## src/rtl/wb_adc_scanner.sv

```systemverilog
// Wishbone-controlled multi-channel ADC scanner.
// Walks the enabled channels, converts each and keeps the last sample per channel.
module wb_adc_scanner #(
  parameter int CLK_DIV_DEFAULT = 50,
  parameter int OEC_TIMEOUT     = 1024
) (
  input  logic        clk,
  input  logic        reset,
  input  logic [31:0] wb_adr_i,
  input  logic [31:0] wb_dat_i,
  output logic [31:0] wb_dat_o,
  input  logic        wb_stb_i,
  input  logic        wb_cyc_i,
  input  logic        wb_we_i,
  input  logic [3:0]  wb_sel_i,
  output logic        wb_ack_o,
  input  logic [7:0]  adc_data,
  input  logic        adc_oec,
  output logic        adc_clk,
  output logic        adc_start,
  output logic [2:0]  adc_sel,
  output logic        intr
);

  localparam logic [2:0] S_IDLE   = 3'd0;
  localparam logic [2:0] S_SELECT = 3'd1;
  localparam logic [2:0] S_START  = 3'd2;
  localparam logic [2:0] S_WAIT   = 3'd3;
  localparam logic [2:0] S_CAPT   = 3'd4;

  logic        ack_q;
  logic [31:0] dat_q, rd_dat;
  logic        run_q, run_d;
  logic        cont_q, cont_d;
  logic        irqen_q, irqen_d;
  logic [7:0]  mask_q, mask_d;
  logic        done_q, done_d;
  logic        tmo_q, tmo_d;
  logic [15:0] div_q, div_d;
  logic [7:0][8:0] res_q, res_d;
  logic [2:0]  state_q, state_d;
  logic [2:0]  ch_q, ch_d;
  logic [31:0] tmr_q, tmr_d;
  logic [7:0]  smp_q, smp_d;
  logic [15:0] ccnt_q;
  logic        aclk_q;
  logic [2:0]  sync_q;

  logic [3:0]  ra;
  logic        req, wr, busy, oec_rise;
  logic        wr_ctrl, wr_mask, wr_stat, wr_div0, wr_div1;
  logic        done_set, tmo_set;
  logic [15:0] div_eff;
  logic [31:0] start_last;
  logic [3:0]  nxt;
  logic        unused;

  assign unused = ^{wb_adr_i[31:6], wb_adr_i[1:0],
                    wb_dat_i[31:16], wb_sel_i[3:2]};

  assign ra      = wb_adr_i[5:2];
  assign req     = wb_stb_i & wb_cyc_i & ~ack_q;
  assign wr      = req & wb_we_i;
  assign wr_ctrl = wr & (ra == 4'd0) & wb_sel_i[0];
  assign wr_mask = wr & (ra == 4'd1) & wb_sel_i[0];
  assign wr_stat = wr & (ra == 4'd2) & wb_sel_i[0];
  assign wr_div0 = wr & (ra == 4'd3) & wb_sel_i[0];
  assign wr_div1 = wr & (ra == 4'd3) & wb_sel_i[1];

  assign busy       = (state_q != S_IDLE);
  assign oec_rise   = sync_q[1] & ~sync_q[2];
  assign div_eff    = (div_q == 16'd0) ? 16'd1 : div_q;
  assign start_last = {15'd0, div_eff, 1'b0} - 32'd1;

  assign wb_ack_o  = ack_q;
  assign wb_dat_o  = dat_q;
  assign adc_clk   = aclk_q;
  assign adc_start = (state_q == S_START);
  assign adc_sel   = ch_q;
  assign intr      = irqen_q & (done_q | tmo_q);

  // Lowest set mask bit at or above lo; bit 3 flags a hit.
  function automatic logic [3:0] pick(
    input logic [7:0] m,
    input int         lo
  );
    logic [3:0] r;
    r = 4'd0;
    for (int i = 7; i >= 0; i--) begin
      if (m[i] && i >= lo) r = {1'b1, 3'(i)};
    end
    return r;
  endfunction

  always_comb begin
    rd_dat = 32'd0;
    unique case (1'b1)
      (ra == 4'd0): rd_dat[2:0] = {irqen_q, cont_q, run_q};
      (ra == 4'd1): rd_dat[7:0] = mask_q;
      (ra == 4'd2): rd_dat[6:0] = {ch_q, 1'b0, tmo_q, done_q, busy};
      (ra == 4'd3): rd_dat[15:0] = div_q;
      ra[3]:        rd_dat[8:0] = res_q[ra[2:0]];
      default:      rd_dat = 32'd0;
    endcase
  end

  always_comb begin
    state_d  = state_q;
    ch_d     = ch_q;
    tmr_d    = tmr_q;
    smp_d    = smp_q;
    run_d    = run_q;
    cont_d   = cont_q;
    irqen_d  = irqen_q;
    mask_d   = mask_q;
    div_d    = div_q;
    res_d    = res_q;
    done_set = 1'b0;
    tmo_set  = 1'b0;
    nxt      = 4'd0;

    if (wr_ctrl) begin
      run_d   = wb_dat_i[0];
      cont_d  = wb_dat_i[1];
      irqen_d = wb_dat_i[2];
    end
    if (wr_mask) mask_d = wb_dat_i[7:0];
    if (wr_div0) div_d[7:0] = wb_dat_i[7:0];
    if (wr_div1) div_d[15:8] = wb_dat_i[15:8];

    unique case (state_q)
      S_IDLE: begin
        if (wr_ctrl && wb_dat_i[0]) begin
          nxt = pick(mask_q, 0);
          if (nxt[3]) begin
            state_d = S_SELECT;
            ch_d    = nxt[2:0];
            tmr_d   = 32'd0;
          end else begin
            done_set = 1'b1;
            run_d    = 1'b0;
          end
        end
      end
      S_SELECT: begin
        if (tmr_q == 32'd3) begin
          state_d = S_START;
          tmr_d   = 32'd0;
        end else begin
          tmr_d = tmr_q + 32'd1;
        end
      end
      S_START: begin
        if (tmr_q >= start_last) begin
          state_d = S_WAIT;
          tmr_d   = 32'd0;
        end else begin
          tmr_d = tmr_q + 32'd1;
        end
      end
      S_WAIT: begin
        if (oec_rise) begin
          smp_d   = adc_data;
          state_d = S_CAPT;
        end else if (tmr_q >= 32'(OEC_TIMEOUT - 1)) begin
          smp_d   = 8'h00;
          tmo_set = 1'b1;
          state_d = S_CAPT;
        end else begin
          tmr_d = tmr_q + 32'd1;
        end
      end
      S_CAPT: begin
        res_d[ch_q] = {1'b1, smp_q};
        tmr_d       = 32'd0;
        nxt         = pick(mask_q, int'(ch_q) + 1);
        if (nxt[3]) begin
          state_d = S_SELECT;
          ch_d    = nxt[2:0];
        end else begin
          done_set = 1'b1;
          nxt      = pick(mask_q, 0);
          if (run_q && cont_q && nxt[3]) begin
            state_d = S_SELECT;
            ch_d    = nxt[2:0];
          end else begin
            state_d = S_IDLE;
            run_d   = 1'b0;
          end
        end
      end
      default: state_d = S_IDLE;
    endcase

    // A stop request wins over whatever the scan was doing.
    if (busy && wr_ctrl && !wb_dat_i[0]) begin
      state_d  = S_IDLE;
      res_d    = res_q;
      done_set = 1'b0;
      tmo_set  = 1'b0;
      run_d    = 1'b0;
    end

    done_d = (done_q & ~(wr_stat & wb_dat_i[1])) | done_set;
    tmo_d  = (tmo_q & ~(wr_stat & wb_dat_i[2])) | tmo_set;
  end

  always_ff @(posedge clk or posedge reset) begin
    if (reset) begin
      ack_q   <= 1'b0;
      dat_q   <= 32'd0;
      run_q   <= 1'b0;
      cont_q  <= 1'b0;
      irqen_q <= 1'b0;
      mask_q  <= 8'hFF;
      done_q  <= 1'b0;
      tmo_q   <= 1'b0;
      div_q   <= 16'(CLK_DIV_DEFAULT);
      res_q   <= '0;
      state_q <= S_IDLE;
      ch_q    <= 3'd0;
      tmr_q   <= 32'd0;
      smp_q   <= 8'd0;
    end else begin
      ack_q   <= req;
      dat_q   <= (req && !wb_we_i) ? rd_dat : 32'd0;
      run_q   <= run_d;
      cont_q  <= cont_d;
      irqen_q <= irqen_d;
      mask_q  <= mask_d;
      done_q  <= done_d;
      tmo_q   <= tmo_d;
      div_q   <= div_d;
      res_q   <= res_d;
      state_q <= state_d;
      ch_q    <= ch_d;
      tmr_q   <= tmr_d;
      smp_q   <= smp_d;
    end
  end

  // Free-running divider; >= keeps it sane when DIV shrinks mid-count.
  always_ff @(posedge clk or posedge reset) begin
    if (reset) begin
      ccnt_q <= 16'd0;
      aclk_q <= 1'b0;
    end else if (ccnt_q >= div_eff - 16'd1) begin
      ccnt_q <= 16'd0;
      aclk_q <= ~aclk_q;
    end else begin
      ccnt_q <= ccnt_q + 16'd1;
    end
  end

  always_ff @(posedge clk or posedge reset) begin
    if (reset) sync_q <= 3'd0;
    else       sync_q <= {sync_q[1:0], adc_oec};
  end

endmodule

```

## config.mk

```make
export PLATFORM = sky130hd
export DESIGN_NAME = wb_adc_scanner
export DESIGN_NICKNAME = d
export VERILOG_FILES = /design/src/rtl/wb_adc_scanner.sv
export SDC_FILE = /design/constraint.sdc
export NUM_CORES = 1
export LEC_CHECK = 0
export BUFFER_PORTS_ARGS = -buffer_cell sky130_fd_sc_hd__buf_2
export CORE_MARGIN = 3
export CORE_UTILIZATION = 64
export DETAILED_ROUTE_END_ITERATION = 6
export GPL_ROUTABILITY_DRIVEN = 0
export GPL_TIMING_DRIVEN = 0
export PLACE_DENSITY = 0.84
export SKIP_LAST_GASP = 1
export SLEW_MARGIN = 0
export SYNTH_ARGS = -nofsm -noshare
export SYNTH_HDL_FRONTEND = slang
export SYNTH_SLANG_ARGS = --single-unit
```

## constraint.sdc

```tcl
create_clock -name clk -period 11.6 [get_ports clk]
set_input_delay 0.58 -clock clk [delete_from_list [all_inputs] [get_ports clk]]
set_output_delay 0.58 -clock clk [all_outputs]
set_load 0.02 [all_outputs]
```

==> results of run 1 <==
## worst max-delay path, stage by stage, from the launching register on
cell	delay [ps]
dfrtp_1	460
or3_1	180
or3_1	170
or4_4	170
nor3_4	50
a21oi_1	290
ha_1	260
nand2_1	100
nor3_1	550
nand2_1	590
ha_1	520
nand4_1	170
or4_1	620
a21o_1	190
o211ai_1	320
o21a_1	160
buf_4	150
buf_2	280
a2bb2oi_1	200
o41ai_1	100
## layout make-up
class	instances	area, µm²
tap	211	264
sequential	184	4620
fill	1029	3950
timing repair buffer	58	313
clock buffer	17	425
multi-input combinational	708	5420
inverter	22	90.1
clock inverter	15	139
buffer	52	319
## per-stage QoR
step / cells / worst slack (ps) / power [µW] / hold WS, ps / util (%)
after CTS: 1267 / 6020 / 2040 / 240 / 74.6
final: 1267 / 5940 / 2050 / 251 / 74.6
after floorplan: 966 / 6040 / 1280 / 331 / -
after global placement: 1234 / 4070 / 1440 / 334 / 70.7
after global routing: 1267 / 5540 / 2150 / 243 / 74.6
after detailed placement: 1235 / 6080 / 1480 / 343 / 71.0
## layer usage
metal | vias up | share of wire, % | track usage [%]
li1 | 3628 | - | -
met1 | 3905 | 44 | 40.2
met2 | 318 | 46 | 43.9
met3 | 47 | 8.1 | 6.65
met4 | 0 | 1.8 | 9.26
met5 | - | 0 | 0
## path summary, 6_finish.rpt
path | start | endpoint | slack [ps] | cells past startpoint
worst max-delay path | div_q[6]$_DFFE_PP0P_ | tmr_q[30]$_DFFE_PP0P_ | 5940 | 19
worst min-delay path | reset | res_q[51]$_DFFE_PP0P_ | 250 | 2
worst max register to register | div_q[6]$_DFFE_PP0P_ | tmr_q[30]$_DFFE_PP0P_ | 5940 | 19
worst min register to register | sync_q[0]$_DFF_PP0_ | sync_q[1]$_DFF_PP0_ | 360 | 0
max in group asynchronous | reset | res_q[45]$_DFFE_PP0P_ | 10430 | 3
min in group clk | adc_oec | sync_q[0]$_DFF_PP0_ | 250 | 1
## power by group through the flow
stage	registers, µW	logic (µW)	clock network [µW]
detailed placement	847	628	0
finish	846	642	565
CTS	840	635	569
global placement	840	605	0
global route	857	702	596
floorplan	816	468	0
## registers in the layout (all words and copies together) (netlist names)
signal / count
res_q: 72
tmr_q: 32
ccnt_q: 16
div_q: 16
wb_dat_o: 16
mask_q: 8
smp_q: 8
adc_sel: 3
state_q: 3
sync_q: 3
adc_clk: 1
cont_q: 1
done_q: 1
irqen_q: 1
run_q: 1
tmo_q: 1
wb_ack_o: 1
## synthesized netlist by cell type, types with 12 or more instances
library cell and instances:
dfrtp_1 173, mux2_2 82, nor2_1 74, nand2_1 68, o21ai_0 54, ha_1 51
a21oi_1 34, nand3_1 29, a21o_1 23, inv_1 22, mux4_2 21, nor3_1 20
xor2_1 20, buf_4 17, nand4_1 16, buf_2 14, nor4_1 14, xnor2_1 13
and2_1 12
## logic make-up after synthesis
group                    count (synthesis)  share of synthesized area, %
XOR/XNOR                                33                          2.78
multiplexers                           119                          15.4
buffers and inverters                   74                          3.87
other                                    1                        0.0361
adder cells (fa/ha/maj)                 51                          6.14
AO/OA/AOI/OAI                          175                          11.0
flip-flops                             184                          44.5
AND/OR/NAND/NOR                        314                          16.3
## placed cells by master (no fill, tap or decap), types with 16 or more instances in the layout
master / count
a21oi_1: 34
dfrtp_1: 173
o21ai_0: 54
nor3_1: 20
nand2_1: 68
mux4_2: 21
conb_1: 16
nand4_1: 16
a21o_1: 23
ha_1: 51
xor2_1: 20
buf_2: 71
nor2_1: 74
nand3_1: 29
inv_1: 21
clkbuf_16: 17
mux2_2: 82
buf_4: 17
==> key figures, run 1 <==
CTS
  – Clock transition at path regs: 70 ps
  – Root Driver: clkbuf_16
  – Setup Buffers After CTS: 0
  – CTS max path bufs: 2
  – Htree depth: 4
  – Post-cts hold buffer count: 0
  – Clock Latency Late Sink: 440 ps
  – Clock sink count: ~180
  – CTS tree: built
  – Post_cts resized: 0
  – Total CTS buffers: 17

Die
  – Starting Density: roughly 67%
  – Die width: roughly 130 µm
  – Die Y: around 130 µm
  – Die ar.: approximately 18000 µm²
  – I/O pins: 121
  – Rows: 45
  – Core area: 15500 µm²

Logic synthesis
  – Synth Warn #: 0
  – Post-synth EDFFs: 0
  – Top FF cell, synth: dfrtp_1
  – Syn Inst Count: ~950
  – Leading area contributor after synthesis: dfrtp_1
  – Count of cell types in the netlist: 74
  – Post-synth ARST share: 100%
  – Ranking of synthesized cells by area: dfrtp_1 42%, mux2_2 8.9%, ha_1 6.1%, mux4_2 4.6%, dfstp_2 2.8%
  – Cell area after synthesis: between 10000 and 15000 µm²
  – #FFs+latches synth: 184
  – Synth top area share: around two fifths
  – Sequential share of the synthesized area: approximately 44%
  – Syn avg cell area: ~11 µm²

STA
  – Max_slew headroom: between 30% and 40%
  – Setup violators final: 0
  – Clock skew: around 11 ps
  – Tmin final: 5660 ps
  – Final period util: between 40% and 50%
  – Fmax: between 150 and 200 MHz
  – RSZ-0062 raised after global routing: no
  – Setup_tns: 0 ps
  – Count of pins over their slew limit: 0
  – Slew @ Worst Pin: 994 ps
  – Fin. Hold Viols: 0

Global route
  – GR Util All Layers: around 28%
  – Pin count of the biggest net entering global routing: 95
  – Global-route wire length before repair: roughly 40000 µm
  – Initial antenna violation count: 0
  – Vias in the first global route: between 7k and 8k
  – GRT overflow: 0

Setup path
  – CP Max Fanout: 15
  – Arr. time, crit path: ~6000 ps
  – Critical Path RT: 11910 ps
  – Startpoint Class: flop
  – Crit Path Category: flop to flop
  – Worst setup EP type: flop

Detailed routing
  – Via density: a little over 6
  – Antenna Nets Post-Route: 0
  – Number of remaining DRC errors: 0
  – Routed vias: around 7.9k
  – First-iteration detailed-routing DRC count: 680
  – Post-DR wirelength/cell: slightly below 20 µm
  – Routed wire length: approximately 25000 µm
  – First drt pass iteration count: 7

Pwr
  – P_int: about 1300 µW
  – Reg power frac: 41.2%
  – Net Switching: 752 µW
  – Worst VDD drop: 0.000141 V
  – Switching share of total power: a little over a third
  – Combinational Power Share: roughly 31%
  – Power Density: approximately 180 nW/µm²
  – Clk network pwr share: between 20% and 30%
  – Leak Pwr: 0.00567 µW

Placed design
  – Final HPWL DP: 17000 µm
  – Port buffer count: 57
  – Post-DP Area: 11000 µm²

Cells and area
  – Layout area overhead: 11.6%
  – Finished Cell Area: approximately 12000 µm²
  – Fin nets: around 1.2k
  – ANT cells: 0
  – Share of cells above drive strength 1: a little over a quarter

Min path
  – Worst Hold Class: primary input to asynchronous set/reset pin

Status
  – Status: complete, no violations

Run
  – Max Cap Viol: 0
(Power assumes the default switching activity.)
==> inputs of run 2 (changes only) <==
ABC_AREA = 1   (was not set)
CORE_UTILIZATION = 54   (was 64)
PLACE_DENSITY = 0.75   (was 0.84)
clock period = 5 ns   (was 11.6 ns; I/O delays follow)
==> run 2 against run 1 <==
Against the previous run: via count rose by 19%; first-iteration DRC count fell by 9.7%; design area rose by 5.4%; clock skew rose by 3.0 ps; global-route usage fell by 2.9 points; sequential cell count did not move; maximum frequency rose by 33%; die area rose by 22%; core utilization fell by 12 points; non-clock buffer count fell by 4; sequential power rose by 140%.
==> key figures, run 2 <==
STA
  – Fin. Hold Viols: 0
  – RSZ-0062 raised after global routing: no
  – Clock skew: approximately 14 ps
  – Tmin final: roughly 4300 ps
  – Setup violators final: 0
  – Slew @ Worst Pin: about 880 ps
  – Fmax: 235 MHz
  – Count of pins over their slew limit: 0
  – Max_slew headroom: roughly 40%
  – Final period util: about 85%
  – Min Hold Slack: between 30 and 40 ps
  – Setup_tns: 0 ps

Setup path
  – Critical Path RT: about 5300 ps
  – Startpoint Class: flop
  – CP max stage cell: or3b_2
  – R2R cell count: 21
  – CP Max Fanout: 15
  – Critical Path Max Stage Delay: 690 ps
  – Cell mode on critical path: nand2_1
  – Worst setup EP type: flop
  – RR Startpoint: div_q[4]$_DFFE_PP1P_
  – Reg-to-reg critical path endpoint: tmr_q[11]$_DFFE_PP0P_
  – Crit Path Category: flop to flop
  – Critical path, cell by cell: inv_1 -> nand2_1 -> nor2_1 -> nand3_1 -> nand2_1 -> inv_1 -> ha_1 -> nand3b_1 -> nor2_1 -> or3b_2 -> ha_1 -> nand2_1 -> nor2_1 -> nand4_1 -> nor3b_1 -> nand2_1 -> nand3_1 -> nand2_2 -> nand2_4 -> buf_6 -> o21ai_2
  – Flop-to-flop setup slack: between 700 and 800 ps
  – Arr. time, crit path: ~4600 ps

Cells and area
  – Largest regs: res_q: 72 flops, tmr_q: 32 flops
  – Sequential cell area: approximately 4600 µm²
  – Biggest register: res_q
  – Max FFs per register: between 70 and 80
  – FILL cells: roughly 1.7k
  – Area of the multi-input gates: ~5500 µm²
  – Share of cells above drive strength 1: between 15 and 20%
  – ANT cells: 0
  – Final core occ: 62.4%
  – Layout area overhead: 12.9%
  – Most frequent cells in the layout: 365 x nand2_1, 173 x dfrtp_1, 131 x nor2_1
  – Fin nets: about 1.6k
  – Commonest non-fill, non-tap cell in the layout: nand2_1

Logic synthesis
  – Syn avg cell area: roughly 8 µm²
  – Ranking of synthesized cells by area: dfrtp_1 40%, nand2_1 13%, ha_1 5.9%, nor2_1 4.5%, inv_1 3.9%
  – Cell area after synthesis: approximately 11000 µm²
  – Synth Warn #: 0
  – Synth top area share: 40.0%
  – Post-synth ARST share: 100%
  – Commonest cells post-synth: 365 x nand2_1, 173 x dfrtp_1, 131 x nor2_1
  – #FFs+latches synth: ~180
  – Sequential share of the synthesized area: 42.7%
  – Syn Inst Count: roughly 1.3k
  – Post-synth EDFFs: 0
  – Top FF cell, synth: dfrtp_1
  – Most numerous cell in the Yosys netlist: nand2_1
  – Count of cell types in the netlist: 53
  – Leading area contributor after synthesis: dfrtp_1

CTS
  – Post_cts resized: 0
  – Clock sink count: roughly 180
  – Total CTS buffers: 17
  – CTS tree: built
  – Htree depth: 4
  – CTS max path bufs: 2
  – Clock Latency Late Sink: approximately 440 ps
  – Root Driver: clkbuf_16
  – Clock transition at path regs: around 80 ps

Global route
  – Global-route wire length before repair: roughly 45000 µm
  – Vias in the first global route: approximately 9.1k
  – GRT overflow: 0
  – GR Util All Layers: about a quarter
  – Initial antenna violation count: 0
  – Pin count of the biggest net entering global routing: 45

Die
  – I/O pins: between 100 and 150
  – Rows: ~50
  – Core area: approximately 20000 µm²
  – Starting Density: between 50% and 60%
  – Die ar.: 21800 µm²
  – Die width: between 100 and 150 µm
  – Die Y: about 150 µm

Detailed routing
  – Routed vias: around 9.4k
  – Number of remaining DRC errors: 0
  – Via density: approximately 5.5
  – Post-DR wirelength/cell: 15.8 µm
  – First drt pass iteration count: 5
  – Antenna Nets Post-Route: 0
  – Routed wire length: between 20000 and 30000 µm
  – First-iteration detailed-routing DRC count: approximately 600

Run
  – Max Cap Viol: 0

Pwr
  – Switching share of total power: 43.2%
  – Clk network pwr share: 25.8%
  – Worst VDD drop: slightly above 0.0003 V
  – Combinational Power Share: a little under two fifths
  – Power Density: 449 nW/µm²
  – Net Switching: about 2400 µW
  – Reg power frac: 36.8%
  – P_int: 3120 µW
  – Leak Pwr: 0.00573 µW

Min path
  – Worst Hold Class: primary input to flop
  – Hold endpoint: mask_q[4]$_DFFE_PP1P_
  – Hold_sp: wb_dat_i[4]
  – Hold Path Stages: 3

Placed design
  – Port buffer count: between 50 and 60
  – Final HPWL DP: 20300 µm

Status
  – Status: complete, no violations
[run 2: how the worst max path moves through the flow]
stage                               startpoint                     to  slack, ps  cells after the start
after CTS                 div_q[4]$_DFFE_PP1P_  tmr_q[11]$_DFFE_PP0P_        760                     23
after global placement    div_q[4]$_DFFE_PP1P_   tmr_q[0]$_DFFE_PP0P_        860                     21
final                     div_q[4]$_DFFE_PP1P_  tmr_q[11]$_DFFE_PP0P_        750                     21
after floorplan           div_q[4]$_DFFE_PP1P_   tmr_q[0]$_DFFE_PP0P_       1530                     20
after detailed placement  div_q[4]$_DFFE_PP1P_  tmr_q[17]$_DFFE_PP0P_        800                     21
after global routing      div_q[4]$_DFFE_PP1P_   tmr_q[5]$_DFFE_PP0P_        410                     21
[run 2: layout make-up]
| class | instances | share of cell area (%) |
|---|---|---|
| multi-input combinational | 1006 | 44.6 |
| inverter | 120 | 3.76 |
| timing repair buffer | 62 | 3.11 |
| sequential | 184 | 37.8 |
| clock inverter | 15 | 1.65 |
| tap | 265 | 2.71 |
| buffer | 44 | 2.86 |
| clock buffer | 17 | 3.48 |
[run 2: critical path: cells and delay by family, from the launching register on]
kind | cells | cell delay (ps)
flops | 1 | 580
compound gates | 1 | 70
buf+inv | 3 | 350
fa+ha+maj | 2 | 570
simple gates | 15 | 2530
[run 2: kinds of logic after synthesis]
kind of cell | Yosys count | share of synthesized area, %
XOR/XNOR | 42 | 3.40
adder cells (fa/ha/maj) | 51 | 5.90
AND/OR/NAND/NOR | 667 | 28.1
other | 1 | 0.0347
flip-flops | 184 | 42.7
buffers and inverters | 164 | 7.43
AO/OA/AOI/OAI | 227 | 12.2
multiplexers | 3 | 0.312
[run 2: through the flow]
stage	area, µm²	cells	total power (µW)	setup WS [ps]
after floorplan	10900	1354	3540	1530
after global placement	11500	1675	4010	864
after detailed placement	11600	1679	4080	803
after CTS	12200	1713	5500	762
after global routing	12200	1713	5880	405
final	12200	1713	5490	748
[run 2: metal layers]
| metal | global-route usage (%) | vias to the layer above | part of all wire, % |
|---|---|---|---|
| met3 | 4.69 | 69 | 5.8 |
| met2 | 42.3 | 315 | 48 |
| li1 | - | 4589 | - |
| met4 | 11.0 | 0 | 3.5 |
| met1 | 33.0 | 4420 | 43 |
| met5 | 0 | - | 0 |
[run 2: timing repair]
item | CTS | global route
hold endpoints to repair | 24 | 0
endpoints found under the setup margin | 0 | 0
buffers inserted | 0 | 0
hold buffers | 2 | 0
[run 2: power by group through the flow]
stage | clock, µW | combinational, µW | sequential [µW]
after global placement | 0 | 1980 | 2030
final | 1410 | 2050 | 2020
after CTS | 1420 | 2060 | 2010
after global routing | 1500 | 2330 | 2060
after detailed placement | 0 | 2040 | 2040
after floorplan | 0 | 1570 | 1970
